`src/rtl/uart_rx_core_if.sv`:
```
`default_nettype none
// ============================================================================
//  Module      : uart_rx_core_if
//  Description : Received-word bundle from the UART receive core: the data
//                word, its one-cycle valid strobe and the per-word status.
//  Revision    : 1.0  initial release
// ============================================================================
interface uart_rx_core_if;
    logic [7:0] rx_data;
    logic       rx_valid;
    logic       parity_err;
    logic       framing_err;
    logic       break_det;

    // Receiver core drives the word and status
    modport master (
        output rx_data,
        output rx_valid,
        output parity_err,
        output framing_err,
        output break_det
    );

    // Consumer (RX FIFO / register block) samples them on rx_valid
    modport slave (
        input  rx_data,
        input  rx_valid,
        input  parity_err,
        input  framing_err,
        input  break_det
    );
endinterface
`default_nettype wire

```
`src/rtl/uart_rx_core.sv`:
```
`default_nettype none
// ============================================================================
//  Module      : uart_rx_core
//  Description : 16550-style UART receiver. Oversampled start detection,
//                mid-bit sampling of 5..8 data bits, optional parity, a
//                single checked stop bit, and break / framing detection.
//  Revision    : 1.0  initial release
// ============================================================================
module uart_rx_core #(
    parameter int SYNC_STAGES = 2,
    parameter int OVERSAMPLE  = 16
) (
    input  wire logic       clk,
    input  wire logic       rst,
    input  wire logic       baud_tick,
    input  wire logic       rx_i,
    input  wire logic [1:0] wls,
    input  wire logic       pen,
    input  wire logic       eps,
    input  wire logic       stick,
    output logic            busy,
    uart_rx_core_if.master  rx_if
);

    localparam int             c_CW        = $clog2(OVERSAMPLE);
    localparam logic [c_CW-1:0] c_CNT_FULL = c_CW'(OVERSAMPLE - 1);
    localparam logic [c_CW-1:0] c_CNT_HALF = c_CW'(OVERSAMPLE / 2 - 1);

    typedef enum logic [2:0] {
        S_IDLE     = 3'd0,
        S_START    = 3'd1,
        S_DATA     = 3'd2,
        S_PARITY   = 3'd3,
        S_STOP     = 3'd4,
        S_BRK_WAIT = 3'd5
    } state_t;

    state_t                 r_state;
    state_t                 w_state_nxt;
    logic [SYNC_STAGES-1:0] r_sync;
    logic                   w_rx_s;
    logic [c_CW-1:0]        r_tick_cnt;
    logic [2:0]             r_bit_cnt;
    logic [7:0]             r_shift;
    logic [1:0]             r_wls;
    logic                   r_pen;
    logic                   r_eps;
    logic                   r_stick;
    logic                   r_any_one;
    logic                   r_par_err;
    logic [7:0]             r_rx_data;
    logic                   r_rx_valid;
    logic                   r_parity_err;
    logic                   r_framing_err;
    logic                   r_break_det;

    logic                   w_start;
    logic                   w_cnt_clr;
    logic                   w_cnt_inc;
    logic                   w_samp_data;
    logic                   w_samp_par;
    logic                   w_samp_stop;
    logic [2:0]             w_last_bit;
    logic                   w_par_exp;

    assign w_rx_s     = r_sync[SYNC_STAGES-1];
    assign w_last_bit = 3'd4 + {1'b0, r_wls};
    // Stick parity forces ~eps; otherwise even (eps=1) expects XOR of data.
    assign w_par_exp  = r_stick ? ~r_eps : ((^r_shift) ^ r_eps ^ 1'b1);

    assign busy              = (r_state != S_IDLE);
    assign rx_if.rx_data     = r_rx_data;
    assign rx_if.rx_valid    = r_rx_valid;
    assign rx_if.parity_err  = r_parity_err;
    assign rx_if.framing_err = r_framing_err;
    assign rx_if.break_det   = r_break_det;

    // Metastability synchronizer for the asynchronous line, idles high
    always_ff @(posedge clk or posedge rst) begin
        if (rst) r_sync <= '1;
        else     r_sync <= {r_sync[SYNC_STAGES-2:0], rx_i};
    end

    // State register
    always_ff @(posedge clk or posedge rst) begin
        if (rst) r_state <= S_IDLE;
        else     r_state <= w_state_nxt;
    end

    // Next-state and datapath strobes; nothing moves without a baud tick
    always_comb begin
        w_state_nxt = r_state;
        w_start     = 1'b0;
        w_cnt_clr   = 1'b0;
        w_cnt_inc   = 1'b0;
        w_samp_data = 1'b0;
        w_samp_par  = 1'b0;
        w_samp_stop = 1'b0;
        if (baud_tick) begin
            case (r_state)
                S_IDLE: begin
                    if (!w_rx_s) begin
                        w_state_nxt = S_START;
                        w_start     = 1'b1;
                        w_cnt_clr   = 1'b1;
                    end
                end
                S_START: begin
                    if (r_tick_cnt == c_CNT_HALF) begin
                        w_cnt_clr   = 1'b1;
                        w_state_nxt = w_rx_s ? S_IDLE : S_DATA;
                    end else begin
                        w_cnt_inc = 1'b1;
                    end
                end
                S_DATA: begin
                    if (r_tick_cnt == c_CNT_FULL) begin
                        w_cnt_clr   = 1'b1;
                        w_samp_data = 1'b1;
                        if (r_bit_cnt == w_last_bit)
                            w_state_nxt = r_pen ? S_PARITY : S_STOP;
                    end else begin
                        w_cnt_inc = 1'b1;
                    end
                end
                S_PARITY: begin
                    if (r_tick_cnt == c_CNT_FULL) begin
                        w_cnt_clr   = 1'b1;
                        w_samp_par  = 1'b1;
                        w_state_nxt = S_STOP;
                    end else begin
                        w_cnt_inc = 1'b1;
                    end
                end
                S_STOP: begin
                    if (r_tick_cnt == c_CNT_FULL) begin
                        w_cnt_clr   = 1'b1;
                        w_samp_stop = 1'b1;
                        w_state_nxt = w_rx_s ? S_IDLE : S_BRK_WAIT;
                    end else begin
                        w_cnt_inc = 1'b1;
                    end
                end
                S_BRK_WAIT: begin
                    if (w_rx_s) w_state_nxt = S_IDLE;
                end
                default: w_state_nxt = S_IDLE;
            endcase
        end
    end

    // Counters, shift register, per-frame config and running error flags
    always_ff @(posedge clk or posedge rst) begin
        if (rst) begin
            r_tick_cnt <= '0;
            r_bit_cnt  <= '0;
            r_shift    <= '0;
            r_wls      <= '0;
            r_pen      <= 1'b0;
            r_eps      <= 1'b0;
            r_stick    <= 1'b0;
            r_any_one  <= 1'b0;
            r_par_err  <= 1'b0;
        end else begin
            if (w_cnt_clr)      r_tick_cnt <= '0;
            else if (w_cnt_inc) r_tick_cnt <= r_tick_cnt + 1'b1;

            if (w_start) begin
                r_bit_cnt <= '0;
                r_shift   <= '0;
                r_wls     <= wls;
                r_pen     <= pen;
                r_eps     <= eps;
                r_stick   <= stick;
                r_any_one <= 1'b0;
                r_par_err <= 1'b0;
            end else begin
                if (w_samp_data) begin
                    r_shift[r_bit_cnt] <= w_rx_s;
                    r_bit_cnt          <= r_bit_cnt + 1'b1;
                end
                if (w_samp_par)
                    r_par_err <= (w_rx_s != w_par_exp);
                if ((w_samp_data || w_samp_par || w_samp_stop) && w_rx_s)
                    r_any_one <= 1'b1;
            end
        end
    end

    // Word output: status captured at the stop sample, valid one cycle later
    always_ff @(posedge clk or posedge rst) begin
        if (rst) begin
            r_rx_data     <= '0;
            r_rx_valid    <= 1'b0;
            r_parity_err  <= 1'b0;
            r_framing_err <= 1'b0;
            r_break_det   <= 1'b0;
        end else begin
            r_rx_valid <= w_samp_stop;
            if (w_samp_stop) begin
                r_rx_data     <= r_shift;
                r_parity_err  <= r_par_err;
                r_framing_err <= ~w_rx_s;
                r_break_det   <= ~w_rx_s & ~r_any_one;
            end
        end
    end

endmodule
`default_nettype wire

```
`src/flat_wrapper.sv`:
```
// flat-port wrapper written by rule: the top's interface ports become plain ports
module uart_rx_core_flat 
#(
    parameter int SYNC_STAGES = 2,
    parameter int OVERSAMPLE  = 16
)
  (clk, rst, baud_tick, rx_i, wls, pen, eps, stick, busy, rx_if_rx_data, rx_if_rx_valid, rx_if_parity_err, rx_if_framing_err, rx_if_break_det);
  uart_rx_core_if rx_if_i ();
  input  wire logic clk;
  input  wire logic rst;
  input  wire logic baud_tick;
  input  wire logic rx_i;
  input  wire logic [1:0] wls;
  input  wire logic pen;
  input  wire logic eps;
  input  wire logic stick;
  output logic busy;
  output wire logic [$bits(rx_if_i.rx_data)-1:0] rx_if_rx_data;
  output wire logic [$bits(rx_if_i.rx_valid)-1:0] rx_if_rx_valid;
  output wire logic [$bits(rx_if_i.parity_err)-1:0] rx_if_parity_err;
  output wire logic [$bits(rx_if_i.framing_err)-1:0] rx_if_framing_err;
  output wire logic [$bits(rx_if_i.break_det)-1:0] rx_if_break_det;
  assign rx_if_rx_data = rx_if_i.rx_data;
  assign rx_if_rx_valid = rx_if_i.rx_valid;
  assign rx_if_parity_err = rx_if_i.parity_err;
  assign rx_if_framing_err = rx_if_i.framing_err;
  assign rx_if_break_det = rx_if_i.break_det;
  uart_rx_core #(.SYNC_STAGES(SYNC_STAGES), .OVERSAMPLE(OVERSAMPLE)) u_core (.clk(clk), .rst(rst), .baud_tick(baud_tick), .rx_i(rx_i), .wls(wls), .pen(pen), .eps(eps), .stick(stick), .busy(busy), .rx_if(rx_if_i));
endmodule
```
`config.mk`:
```
export PLATFORM = sky130hd
export DESIGN_NAME = uart_rx_core_flat
export DESIGN_NICKNAME = d
export VERILOG_FILES = /design/src/rtl/uart_rx_core_if.sv /design/src/rtl/uart_rx_core.sv /design/src/flat_wrapper.sv
export SDC_FILE = /design/constraint.sdc
export NUM_CORES = 1
export LEC_CHECK = 0
export BUFFER_PORTS_ARGS = -buffer_cell sky130_fd_sc_hd__buf_2
export CORE_MARGIN = 2
export CORE_UTILIZATION = 47
export DETAILED_ROUTE_END_ITERATION = 12
export PLACE_DENSITY = 0.64
export SLEW_MARGIN = 20
export SYNTH_ARGS = -nofsm -noshare
export SYNTH_HDL_FRONTEND = slang
export SYNTH_SLANG_ARGS = --single-unit
```
`constraint.sdc`:
```
create_clock -name clk -period 3.2 [get_ports clk]
set_input_delay 0.16 -clock clk [delete_from_list [all_inputs] [get_ports clk]]
set_output_delay 0.16 -clock clk [all_outputs]
set_load 0.005 [all_outputs]
```
==> results of run 1 <==
==> synth_stat cells (all sizes together) <==
cell type  number
dfrtp          37
nand2          26
nor2           14
mux2           11
xnor2          11
a21oi           9
o31ai           7
buf             6
inv             6
o211ai          6
o21ai           6
clkbuf          4
nand2b          4
nor3            4
nand3           3
o41ai           3
xor2            3
and3            2
dfstp           2
ha              2
mux2i           2
nand4           2
nor3b           2
o311ai          2
or3             2
a211o           1
a211oi          1
a21bo           1
a31oi           1
a32o            1
a41oi           1
and4            1
nor2b           1
nor4            1
or3b            1
==> per-layer routing <==
metal,track usage,up-vias
li1,-,702
met1,0.243,674
met2,0.270,27
met3,0.0428,7
met4,0.0925,0
met5,0,-
==> cell families (layout without fill, tap and decap cells) <==
logic type | Yosys count | after routing | share of synthesized area
flip-flops | 39 | 39 | 0.502
XOR/XNOR | 14 | 14 | 0.0629
multiplexers | 13 | 13 | 0.0758
AND/OR/NAND/NOR | 63 | 63 | 0.161
adder cells (fa/ha/maj) | 2 | 2 | 0.0128
buffers and inverters | 16 | 39 | 0.0385
AO/OA/AOI/OAI | 39 | 39 | 0.147
==> stage by stage <==
step                cell area, sq um  instances  utilization  hold WS [ps]  total power, uW
floorplan                       1950        186            -           164              994
global placement                2080        249        0.520           268             1050
detailed placement              2080        249        0.520           273             1070
CTS                             2190        259        0.547          44.9             1400
global route                    2190        259        0.547          63.9             1490
finish                          2190        259        0.547          56.2             1390
==> power by group through the flow <==
stage	combinational, uW	clock (uW)	sequential (uW)
floorplan	367	0	627
global placement	371	0	677
detailed placement	392	0	679
CTS	396	334	671
global route	444	354	689
finish	392	320	673
==> final cells by class <==
cell class | count | area (sq um)
inverter | 6 | 22.5
timing repair buffer | 25 | 140
tap | 50 | 62.6
clock buffer | 5 | 68.8
fill | 358 | 1810
multi-input combinational | 131 | 895
sequential | 39 | 978
clock inverter | 3 | 20.0
==> cells in the final DEF (no fill, tap or decap), drive strengths merged, types with 3 or more instances in the layout <==
| master | count |
|---|---|
| inv | 6 |
| o31ai | 7 |
| dfrtp | 37 |
| o211ai | 6 |
| mux2 | 11 |
| nor3 | 4 |
| buf | 23 |
| o21ai | 6 |
| clkbuf | 5 |
| nand3 | 3 |
| xor2 | 3 |
| nor2 | 14 |
| nand2b | 4 |
| a21oi | 9 |
| nand2 | 26 |
| xnor2 | 11 |
| o41ai | 3 |
==> state kept, by name (all words and copies together) (netlist names) <==
signal / flops
u_core.r_any_one: 1
u_core.r_bit_cnt: 3
u_core.r_eps: 1
u_core.r_par_err: 1
u_core.r_pen: 1
u_core.r_shift: 8
u_core.r_state: 3
u_core.r_stick: 1
u_core.r_sync: 2
u_core.r_tick_cnt: 4
u_core.r_wls: 2
u_core.rx_if.break_det: 1
u_core.rx_if.framing_err: 1
u_core.rx_if.parity_err: 1
u_core.rx_if.rx_data: 8
u_core.rx_if.rx_valid: 1
==> worst max-delay path: stages, from the launching register on <==
cell and delay, ps:
dfrtp_1 630, or3b_4 250, a21bo_4 160, nand2_2 70
or3_4 410, mux2_4 300
==> timing repair <==
item | 4_1_cts | 5_1_grt
resized for setup | 0 | 0
hold endpoints to repair | 15 | 0
hold buffers | 2 | 0
setup buffers | 0 | 0
==> worst paths after layout <==
kind,start,slack (ps),depth (start not counted),end
max,u_core.r_state[1],1280,5,u_core.r_state[0]
min,stick,60,3,u_core.r_stick
max reg2reg,u_core.r_state[1],1280,5,u_core.r_state[0]
min reg2reg,u_core.r_sync[0],360,0,u_core.r_sync[1]
max in group asynchronous,rst,1960,4,u_core.r_shift[5]
min in group asynchronous,rst,520,3,u_core.r_tick_cnt[3]
==> results.tsv, run 1 <==
stage	metric	value	unit
status	status	finished, final reports clean	
routing	drt total wl	3.68	mm
worst_setup_path	CP required	3370	ps
routing	drt pass-1 iters	4	
routing	DRT met1 WL	1.82	mm
power	worst vdd ir	0.000365	V
clocking	H-tree levels	2	
routing	via/cell ratio	5.44	
timing	Slew headroom	0.536	
grt	number of global-route vias before repair	1385	
floorplan	Die H	68.4	microns
timing	FMAX	521	MHz
power	leak pwr	0.00103	uW
grt	largest net degree at the start of global routing	22	
worst_hold_path	worst hold path class	primary input to flop	
timing	Hold Fails Final Rpt	0	
floorplan	DIE AREA	0.00468	sq mm
worst_setup_path	Crit Path Max Fanout	16	
placed_design	Post-Place Setup Slack	1300	ps
floorplan	I/O pin count	22	
timing	Final Setup Violations	0	
logic_synthesis	Ys Warns	0	
routing	drt drc	0	
timing	setup_tns	0	ps
logic_synthesis	Mapped Cells	186	
routing	met2 wire length	1.67	mm
logic_synthesis	Area contributors post-synth	dfrtp_1, xnor2_1, nand2_1	
floorplan	initial core utilization	0.487	
timing	RSZ-0062 raised after global routing	no	
logic_synthesis	top cell type by total area after synthesis	dfrtp_1	
logic_synthesis	Synth Register Bits	39	
power	Psw	488	uW
layout	ant diodes	0	
grt	global-route wire length before repair	6.16	mm
timing	worst setup margin	1280	ps
grt	GRT Util Overall	0.181	
layout	synthesis-to-finish area growth	12.3	%
power	Gate power share	0.283	
routing	total number of vias	1410	
grt	initial antenna violation count	0	
timing	fin crit period	1920	ps
layout	share of cells above drive strength 1	0.220	
placed_design	number of port buffers	21	
routing	DR WL/cell	14.2	microns
grt	GR Overflow Total	0	
floorplan	FP Rows	23	
worst_setup_path	Crit Path Class	flop to flop	
power	Pwr Density	633	mW/mm^2
logic_synthesis	Synth cell types	46	
logic_synthesis	syn nets	197	
clocking	Clock Latency Late Sink	290	ps
placed_design	Detail Placement HPWL	2.62	mm
clocking	CTS tree	yes	
layout	Nets	219	
clocking	Sink Count	39	
timing	Max Slew Vio Count	0	
power	P_int	897	uW
power	Sw Ratio	0.352	
power	Clock Power Share	0.231	
logic_synthesis	Avg Cell Area, Syn	10.5	sq um
placed_design	Placer Congestion	0.811	
clocking	clock slew at reported path FFs	70	ps
routing	top sig layer	met4	
power	share of power burned in registers	0.486	
worst_setup_path	CP Capture Type	flop	
logic_synthesis	sequential-to-total area share from yosys stat	0.502	
floorplan	Placeable Area	0.00400	sq mm
routing	met3 WL	139	microns
timing	Final period util	0.600	
worst_setup_path	Crit path arrival time	2090	ps
routing	Initial DRC Count	88	
logic_synthesis	post-synthesis cell area	0.00195	sq mm
job	max_cap viols	0	
logic_synthesis	area share of the largest cell type after synthesis	0.475	
clocking	Clock Path Buffers	2	
routing	number of routed nets with antenna violations	0	
timing	Worst-Margin Slew	695	ps
clocking	Root Driver	clkbuf_8	
clocking	CTS buffer count	5	
floorplan	DIE WIDTH	68.4	microns
timing	worst-case clock skew	5.88	ps
worst_setup_path	crit path launch type	flop	
No activity file was read; power rests on OpenSTA's default activity.
==> run 2: changes to the inputs <==
==> constraint.sdc (replaced) <==
create_clock -name clk -period 1.9 [get_ports clk]
set_input_delay 0.095 -clock clk [delete_from_list [all_inputs] [get_ports clk]]
set_output_delay 0.095 -clock clk [all_outputs]
set_load 0.005 [all_outputs]
==> results.tsv, run 2 (synthesized netlist as in run 1, its figures left out) <==
stage	metric	value	unit
status	status	finished, final reports clean	
clocking	clock slew at reported path FFs	80	ps
routing	drt drc	0	
routing	number of routed nets with antenna violations	0	
routing	drt pass-1 iters	5	
worst_setup_path	CP peak stage delay	420	ps
clocking	CTS buffer count	5	
routing	top sig layer	met4	
timing	Hold Fails Final Rpt	0	
floorplan	Die H	68.4	microns
placed_design	Placed Cells	259	
power	Pwr Density	1120	mW/mm^2
timing	FMAX	548	MHz
layout	Nets	233	
timing	Max Slew Vio Count	0	
worst_setup_path	crit-path cells	ha_4 -> nand3_2 -> a21bo_4 -> nand2_2 -> or3_4 -> mux2_4	
floorplan	DIE WIDTH	68.4	microns
floorplan	FP Rows	23	
clocking	Clock Path Buffers	2	
grt	GRT Util Overall	0.182	
layout	multi-input logic area	921	sq um
timing	worst-case clock skew	11.5	ps
worst_setup_path	crit path launch type	flop	
worst_setup_path	CP max-delay cell	dfrtp_1	
placed_design	number of port buffers	21	
timing	Final period util	0.960	
routing	met2 wire length	1.74	mm
grt	initial antenna violation count	0	
clocking	Sink Count	39	
job	max_cap viols	0	
grt	global-route wire length before repair	6.35	mm
timing	fin crit period	1820	ps
layout	synthesis-to-finish area growth	21.5	%
routing	DR WL/cell	14.2	microns
floorplan	DIE AREA	0.00468	sq mm
placed_design	Placer Congestion	0.887	
grt	GR Overflow Total	0	
timing	Slew headroom	0.681	
clocking	CTS tree	yes	
clocking	Clock Latency Late Sink	300	ps
worst_setup_path	Crit path arrival time	2000	ps
worst_setup_path	CP Capture Type	flop	
layout	Post-Layout Cell Count	273	
placed_design	Detail Placement HPWL	2.75	mm
routing	DRT met1 WL	1.96	mm
routing	met3 WL	137	microns
floorplan	initial core utilization	0.487	
floorplan	I/O pin count	22	
power	leak pwr	0.00112	uW
worst_setup_path	Crit Path Max Fanout	4	
clocking	Root Driver	clkbuf_8	
layout	share of cells above drive strength 1	0.269	
routing	Initial DRC Count	57	
floorplan	Placeable Area	0.00400	sq mm
layout	Filler Cell Count	354	
layout	ant diodes	0	
worst_hold_path	worst hold path class	primary input to flop	
routing	via/cell ratio	5.40	
layout	most common cell after layout, fill and taps aside	dfrtp_1	
clocking	H-tree levels	2	
layout	post-layout util	0.591	
worst_setup_path	CP required	2080	ps
timing	Final Setup Violations	0	
power	worst vdd ir	0.000542	V
routing	total number of vias	1474	
routing	drt total wl	3.88	mm
layout	sequential cell area	978	sq um
grt	largest net degree at the start of global routing	40	
layout	commonest non-fill, non-tap cells in the layout	dfrtp_1, nand2_1, buf_2, nor2_1, buf_4	
timing	Worst-Margin Slew	479	ps
grt	number of global-route vias before repair	1329	
worst_setup_path	Crit Path Class	flop to flop	
## run 2: changes by cell type in the layout (fill, tap and decap cells not counted), sizes merged
cell	before	now
buf	23	34
bufinv	0	1
clkinvlp	2	0
dlygate4sd3	2	5
inv	6	7
## run 2: stage by stage
step | worst slack (ps) | hold WS (ps) | power [uW] | instance area, sq um | setup TNS (ps)
after floorplan | 133 | 99.5 | 1670 | 1950 | 0
after global placement | 91.7 | 203 | 1860 | 2170 | 0
after detailed placement | 18.2 | 201 | 1900 | 2170 | 0
after CTS | 21.5 | 0.194 | 2630 | 2340 | 0
after global routing | -6.30 | 4.36 | 2820 | 2370 | -8.35
final | 75.2 | 6.92 | 2650 | 2370 | 0
## run 2: worst max-delay path, delay by kind of cell (launching register included)
| kind | cells | cell delay (ps) |
|---|---|---|
| simple gates | 3 | 590 |
| compound gates | 1 | 240 |
| flops | 1 | 420 |
| mux | 1 | 300 |
| fa+ha+maj | 1 | 170 |
## run 2: layer usage
layer  up-vias  track usage
li1        730            -
met1       716        0.263
met2        22        0.270
met3         6       0.0493
met4         0       0.0450
met5         -            0
## run 2: layout make-up
class | instances | area share
clock buffer | 5 | 0.0291
clock inverter | 3 | 0.0201
inverter | 6 | 0.00952
multi-input combinational | 131 | 0.389
sequential | 39 | 0.414
tap | 50 | 0.0264
timing repair buffer | 39 | 0.112
## run 2: repair_timing
item	4_1_cts	5_1_grt
endpoints found under the setup margin	1	10
hold buffers	5	0
pin swaps	0	3
endpoints found under the hold margin	41	0
setup buffers	0	1
gates resized for setup	1	4
## run 2: power breakdown
group / internal (uW) / switching (uW) / leakage [uW]
Clock: 398 / 300 / 0.0000587
Combinational: 411 / 427 / 0.000545
Sequential: 955 / 157 / 0.000519
Total: 1760 / 884 / 0.00112
## run 2: final timing paths
| kind | start | end | slack, ps | cells past startpoint |
|---|---|---|---|---|
| worst min register to register | u_core.r_sync[0] | u_core.r_sync[1] | 360 | 0 |
| worst max-delay path | u_core.r_tick_cnt[0] | u_core.r_state[0] | 80 | 6 |
| worst min-delay path | wls[0] | u_core.r_wls[0] | 7 | 3 |
| worst max register to register | u_core.r_tick_cnt[0] | u_core.r_state[0] | 80 | 6 |
| min in group asynchronous | rst | u_core.r_state[0] | 460 | 4 |
| max in group asynchronous | rst | u_core.r_sync[0] | 1090 | 4 |
